File: src/rtl/mem_pkg.sv
// ============================================================================
// mem_pkg
// Shared types and lane constants for the memory-access stage.
// Revision: 1.0
// ============================================================================
`default_nettype none

package mem_pkg;

    typedef enum logic [1:0] {
        MEM_NONE  = 2'd0,
        MEM_LOAD  = 2'd1,
        MEM_STORE = 2'd2
    } mem_op_t;

    typedef enum logic [1:0] {
        SIZE_BYTE = 2'd0,
        SIZE_HALF = 2'd1,
        SIZE_WORD = 2'd2
    } mem_size_t;

    typedef enum logic [1:0] {
        ST_IDLE = 2'd0,
        ST_REQ  = 2'd1,
        ST_WAIT = 2'd2
    } mem_state_t;

    localparam logic [3:0] BE_BYTE = 4'b0001;
    localparam logic [3:0] BE_HALF = 4'b0011;
    localparam logic [3:0] BE_WORD = 4'b1111;

    function automatic logic is_misaligned(input mem_size_t size, input logic [1:0] addr_lo);
        return ((size == SIZE_HALF) && addr_lo[0]) || ((size == SIZE_WORD) && (addr_lo != 2'b00));
    endfunction

endpackage

`default_nettype wire

File: src/rtl/lsu_align.sv
// ============================================================================
// lsu_align
// Store byte-lane steering and load lane extraction with sign/zero extension.
// Revision: 1.0
// ============================================================================
`default_nettype none

module lsu_align
    import mem_pkg::*;
(
    input  logic [1:0]  addr_lo,
    input  mem_size_t   size,
    input  logic        is_unsigned,
    input  logic [31:0] store_data,
    input  logic [31:0] rdata,
    output logic [3:0]  be,
    output logic [31:0] wdata,
    output logic [31:0] load_data
);

    logic [7:0]  w_byte;
    logic [15:0] w_half;

    always_comb begin
        w_byte    = rdata[{addr_lo, 3'b000} +: 8];
        // Half lane uses only a[1]; a[0] is either trapped upstream or ignored.
        w_half    = rdata[{addr_lo[1], 4'b0000} +: 16];
        be        = BE_WORD;
        wdata     = store_data;
        load_data = rdata;
        case (size)
            SIZE_BYTE: begin
                be        = BE_BYTE << addr_lo;
                wdata     = {4{store_data[7:0]}};
                load_data = {{24{~is_unsigned & w_byte[7]}}, w_byte};
            end
            SIZE_HALF: begin
                be        = BE_HALF << {addr_lo[1], 1'b0};
                wdata     = {2{store_data[15:0]}};
                load_data = {{16{~is_unsigned & w_half[15]}}, w_half};
            end
            default: begin
                be        = BE_WORD;
                wdata     = store_data;
                load_data = rdata;
            end
        endcase
    end

endmodule

`default_nettype wire

File: src/rtl/mem_stage.sv
// ============================================================================
// mem_stage
// Pipeline memory stage: req/gnt/rvalid bus FSM, lane alignment, MEM/WB reg.
// Optional misaligned-access trap: define MEM_MISALIGN_TRAP_EN.
// Revision: 1.0
// ============================================================================
`default_nettype none

module mem_stage
    import mem_pkg::*;
#(
    parameter int XLEN         = 32,
    parameter int WB_SEL_WIDTH = 2
) (
    input  logic                    clk,
    input  logic                    rst_n,
    input  logic                    valid_ex,
    input  logic [XLEN-1:0]         alu_ex,
    input  logic [XLEN-1:0]         rs2_ex,
    input  logic [1:0]              mem_op_ex,
    input  logic [1:0]              mem_size_ex,
    input  logic                    mem_unsigned_ex,
    input  logic [WB_SEL_WIDTH-1:0] wb_sel_ex,
    input  logic [4:0]              rd_ex,
    input  logic                    reg_we_ex,
    output logic                    stall_mem,
    output logic                    dmem_req,
    output logic                    dmem_we,
    output logic [XLEN-1:0]         dmem_addr,
    output logic [3:0]              dmem_be,
    output logic [XLEN-1:0]         dmem_wdata,
    input  logic                    dmem_gnt,
    input  logic                    dmem_rvalid,
    input  logic [XLEN-1:0]         dmem_rdata,
    output logic [XLEN-1:0]         alu_wb,
    output logic [XLEN-1:0]         mem_wb,
    output logic [WB_SEL_WIDTH-1:0] wb_sel,
    output logic [4:0]              rd_wb,
    output logic                    reg_we_wb,
    output logic                    valid_wb,
    output logic                    misalign_wb
);

    mem_state_t r_state;
    mem_op_t    w_op;
    mem_size_t  w_size;
    logic       w_is_load;
    logic       w_is_store;
    logic       w_mem;
    logic       w_misalign;
    logic       w_bus;
    logic       w_req;
    logic       w_retire;
    logic [3:0]      w_be;
    logic [XLEN-1:0] w_wdata;
    logic [XLEN-1:0] w_load_data;

    assign w_op       = mem_op_t'(mem_op_ex);
    assign w_size     = mem_size_t'(mem_size_ex);
    assign w_is_load  = (w_op == MEM_LOAD);
    assign w_is_store = (w_op == MEM_STORE);
    assign w_mem      = valid_ex && (w_is_load || w_is_store);

`ifdef MEM_MISALIGN_TRAP_EN
    assign w_misalign = w_mem && is_misaligned(w_size, alu_ex[1:0]);
`else
    assign w_misalign = 1'b0;
`endif

    assign w_bus = w_mem && !w_misalign;
    // In REQ the EX/MEM inputs are frozen by the stall, so the request simply holds.
    assign w_req = (r_state == ST_REQ) || ((r_state == ST_IDLE) && w_bus);

    always_comb begin
        w_retire = 1'b0;
        if (valid_ex) begin
            if (!w_bus) begin
                w_retire = 1'b1;
            end else begin
                case (r_state)
                    ST_IDLE, ST_REQ: w_retire = dmem_gnt && w_is_store;
                    ST_WAIT:         w_retire = dmem_rvalid;
                    default:         w_retire = 1'b0;
                endcase
            end
        end
    end

    assign stall_mem  = w_mem && !w_retire;
    assign dmem_req   = w_req;
    assign dmem_we    = w_req && w_is_store;
    assign dmem_addr  = w_req ? {alu_ex[XLEN-1:2], 2'b00} : '0;
    assign dmem_be    = w_req ? w_be : 4'b0000;
    assign dmem_wdata = w_req ? w_wdata : '0;

    lsu_align u_lsu_align (
        .addr_lo     (alu_ex[1:0]),
        .size        (w_size),
        .is_unsigned (mem_unsigned_ex),
        .store_data  (rs2_ex),
        .rdata       (dmem_rdata),
        .be          (w_be),
        .wdata       (w_wdata),
        .load_data   (w_load_data)
    );

    always_ff @(posedge clk) begin
        if (!rst_n) begin
            r_state     <= ST_IDLE;
            alu_wb      <= '0;
            mem_wb      <= '0;
            wb_sel      <= '0;
            rd_wb       <= '0;
            reg_we_wb   <= 1'b0;
            valid_wb    <= 1'b0;
            misalign_wb <= 1'b0;
        end else begin
            case (r_state)
                ST_IDLE: begin
                    if (w_bus) begin
                        if (dmem_gnt) r_state <= w_is_load ? ST_WAIT : ST_IDLE;
                        else          r_state <= ST_REQ;
                    end
                end
                ST_REQ: begin
                    if (dmem_gnt) r_state <= w_is_load ? ST_WAIT : ST_IDLE;
                end
                ST_WAIT: begin
                    if (dmem_rvalid) r_state <= ST_IDLE;
                end
                default: r_state <= ST_IDLE;
            endcase

            if (w_retire) begin
                valid_wb    <= 1'b1;
                alu_wb      <= alu_ex;
                mem_wb      <= (w_is_load && !w_misalign) ? w_load_data : '0;
                wb_sel      <= wb_sel_ex;
                rd_wb       <= rd_ex;
                reg_we_wb   <= reg_we_ex && !w_misalign;
                misalign_wb <= w_misalign;
            end else begin
                valid_wb    <= 1'b0;
                reg_we_wb   <= 1'b0;
            end
        end
    end

endmodule

`default_nettype wire

File: config.mk
export PLATFORM = sky130hd
export DESIGN_NAME = mem_stage
export DESIGN_NICKNAME = d
export VERILOG_FILES = /design/src/rtl/mem_pkg.sv /design/src/rtl/lsu_align.sv /design/src/rtl/mem_stage.sv
export SDC_FILE = /design/constraint.sdc
export NUM_CORES = 1
export LEC_CHECK = 0
export ABC_AREA = 0
export CAP_MARGIN = 10
export CELL_PAD_IN_SITES_DETAIL_PLACEMENT = 0
export CELL_PAD_IN_SITES_GLOBAL_PLACEMENT = 1
export CORE_AREA = 2 2 154 126
export DETAILED_ROUTE_END_ITERATION = 10
export DIE_AREA = 0 0 156 128
export HOLD_SLACK_MARGIN = 0.12
export PLACE_DENSITY = 0.83
export SLEW_MARGIN = 5
export SYNTH_ARGS = -nofsm -noshare
export SYNTH_HDL_FRONTEND = slang
export SYNTH_SLANG_ARGS = --single-unit
export TNS_END_PERCENT = 5
File: constraint.sdc
create_clock -name clk -period 2.4 [get_ports clk]
set_clock_uncertainty 0.2 [all_clocks]
set_input_delay 0.6 -clock clk [delete_from_list [all_inputs] [get_ports clk]]
set_output_delay 0.6 -clock clk [all_outputs]
set_load 0.03 [all_outputs]
==> results.tsv, run 1 <==
stage	metric	value	unit
synthesis	Mapped Avg Cell Area	7.93	um2
floorplanning	Ports	259	
global_route	vias in the first global route	4903	
clock_tree	Worst-Skew Late Latency	0.34	ns
global_route	initial antenna violation count	1	
sta	worst hold slack	0.248	ns
detailed_routing	Vias/cell	4.63	
sta	post-route clock period utilization	1.12	
detailed_routing	initial DRC count	237	
detailed_routing	Vias	4928	
placement	Placer Congestion	0.874	
placement	pre-CTS WS	-1.09	ns
floorplanning	Die Wd	156	um
clock_tree	CTS max path bufs	2	
sta	Final WS setup	-0.292	ns
finish	most common cell after layout, fill and taps aside	clkdlybuf4s50_1	
floorplanning	Initial Util	0.224	
critical_path	Startpoint Class	primary input	
synthesis	Yosys reg bits	75	
synthesis	Synth Area in Adders	0.00603	
synthesis	Synth Flop Type	dfxtp_1	
power_and_ir_drop	Leakage	3.46	nW
global_route	first-pass GRT wire length	27300	um
power_and_ir_drop	VDD IR-drop max	0.000354	V
finish	share of cells above drive strength 1	0.335	
clock_tree	H-Tree Depth	3	
critical_path	Crit Path Class	primary input to primary output	
detailed_routing	DRT antenna net count	0	
detailed_routing	DRC errors left	0	
synthesis	synth unique cells	51	
job	max_cap viols	0	
synthesis	register area share after synthesis	0.362	
critical_path	arrival time at the worst endpoint	1.89	ns
synthesis	simple-gate share of the synthesized area	0.242	
run_status	status	finished, violations left	
sta	final hold violations	0	
global_route	largest net degree at the start of global routing	67	
floorplanning	core area	0.0185	mm2
critical_path	CP Max Fanout	7	
clock_tree	CTS Buf Count	9	
finish	most frequent cells in the layout	176 x clkdlybuf4s50_1, 106 x nand2_1, 75 x dfxtp_1	
detailed_routing	wire length per cell	17.1	um
sta	count of pins over their slew limit	0	
clock_tree	clock-pin transition on the worst setup and hold timing paths	0.06	ns
floorplanning	total die area	0.0200	mm2
synthesis	mux cell area share after synthesis	0.0663	
finish	post-route insts no fill	1064	
placement	port bufs	255	
run_status	failing checks	setup timing	
clock_tree	Root Driver	clkbuf_16	
floorplanning	# rows	45	
sta	min Tclk post-route	2.69	ns
finish	fin nets	940	
sta	Fmax	372	MHz
synthesis	largest family of logic cells by synthesized area	compound AO/OA/AOI/OAI gates	
clock_tree	# clock sinks	75	
synthesis	asr flop ratio synth	0	
placement	DPL Wire Length	12900	um
finish	Ant. Diodes	0	
synthesis	Mapped Area	0.00415	mm2
synthesis	Post-Synth XOR/XNOR Area	0	
sta	slew at the pin with the worst max-slew slack	0.514	ns
detailed_routing	Detailed Routing Iterations Pass 1	5	
detailed_routing	drt total wl	18100	um
min_path	worst hold path class	flop to flop	
critical_path	Worst Path Required	1.60	ns
finish	Area Growth Syn to Fin	108	%
synthesis	Ys Warns	0	
sta	max_slew headroom	0.657	
sta	RSZ-0062 raised after global routing	yes	
clock_tree	hold_buf cts	0	
clock_tree	CTS tree	built	
global_route	total grt overflow	0	
placement	cell total after placement	1033	
synthesis	Mapped Cells	523	
synthesis	EDFF count, synth	0	
synthesis	post-synthesis compound-gate area fraction	0.254	
critical_path	Setup crit end kind	primary output	
global_route	Tot GR Track Use	0.178	
floorplanning	Die H	128	um
sta	setup violators final	68	
power_and_ir_drop	power density cells	534	mW/mm2
-- report_power, final --
| group | internal, W | switching, W |
|---|---|---|
| Combinational | 0.000844 | 0.000858 |
| Sequential | 0.00130 | 0.0000281 |
| Clock | 0.00102 | 0.000546 |
-- sequential cells by signal (all words and copies together), names as in the netlist --
register / flops
alu_wb: 32
reg_we_wb: 1
r_state: 2
rd_wb: 5
mem_wb: 32
wb_sel: 2
valid_wb: 1
-- area by class of cell --
type | count | area (um2)
Clock buffer | 10 | 229
Clock inverter | 6 | 114
Fill cell | 1747 | 9910
Inverter | 13 | 72.6
Multi-Input combinational cell | 390 | 2830
Sequential cell | 75 | 1500
Tap cell | 235 | 294
Timing Repair Buffer | 335 | 3570
-- path summary, 6_finish.rpt --
check / endpoint / startpoint / slack [ns] / cells after the start
setup reg to reg: rd_wb[2] / r_state[0] / 0.58 / 7
setup / recovery: dmem_addr[22] / mem_op_ex[0] / -0.29 / 10
hold / removal: rd_wb[3] / rd_wb[3] / 0.25 / 2
hold reg to reg: rd_wb[3] / rd_wb[3] / 0.25 / 2
-- per-layer routing --
| layer | routed length [um] | up-vias | track usage |
|---|---|---|---|
| met2 | 8490 | 216 | 0.290 |
| met1 | 7750 | 2270 | 0.224 |
| li1 | - | 2412 | - |
| met4 | 406 | 2 | 0.0610 |
| met5 | 13 | - | 0 |
| met3 | 1490 | 28 | 0.0544 |
-- metrics by stage --
stage	util	setup TNS, ns	cell area, um2	power [W]
3_5_place_dp	0.405	-103.50	7510	0.00281
4_1_cts	0.458	-17.62	8490	0.00462
6_report	0.465	-15.81	8610	0.00460
3_3_place_gp	0.405	-99.61	7510	0.00280
5_1_grt	0.465	-18.71	8610	0.00479
2_1_floorplan	-	-3.12	4470	0.00213
-- cells by family after synthesis --
logic type / count (synthesis)
and+or+nand+nor: 217
AOI/OAI and AO/OA: 142
DFF: 75
buffers and inverters: 60
muxes: 26
adders and majority gates: 2
other: 1
-- synth_stat cells, drive strengths merged, types with 2 or more instances --
cell type	n	area [um2]
o21ai	20	104
ha	2	25.0
o221ai	7	61.3
nor2	31	116
buf	27	161
a31o	9	78.8
mux2	2	22.5
o211ai	16	120
o2bb2ai	7	61.3
nor3	2	10.0
clkbuf	20	75.1
and3	2	12.5
a221oi	7	61.3
mux2i	23	230
nor2b	11	68.8
nand3	18	90.1
nor3b	2	20.0
and2	41	257
a21boi	39	293
inv	13	48.8
a21oi	20	104
nand2	107	404
dfxtp	75	1500
a22o	7	61.3
-- critical path, cell delays in order --
cell and delay, ns:
buf_8 0.09, inv_8 0.03, ha_4 0.27, nor2b_4 0.05
o21ai_4 0.18, buf_12 0.16, inv_16 0.06, buf_16 0.15
and2_4 0.16, buf_6 0.13
-- timing repair --
item,CTS,global route
resized for setup,238,31
endpoints found under the setup margin,142,92
endpoints found under the hold margin,0,0
pin swaps,15,12
buffers inserted,8,2
gates cloned,7,0
No activity file was read; power rests on OpenSTA's default activity.
==> run 2: changes to the inputs <==
--- a/config.mk
+++ b/config.mk
@@ -6,6 +6,7 @@
 export NUM_CORES = 1
 export LEC_CHECK = 0
 export ABC_AREA = 0
+export ABC_CLOCK_PERIOD_IN_PS = 2400
 export CAP_MARGIN = 10
 export CELL_PAD_IN_SITES_DETAIL_PLACEMENT = 0
 export CELL_PAD_IN_SITES_GLOBAL_PLACEMENT = 1
==> results of run 2 <==
Same layout as run 1: the final DEF is identical, and so are final timing and power.
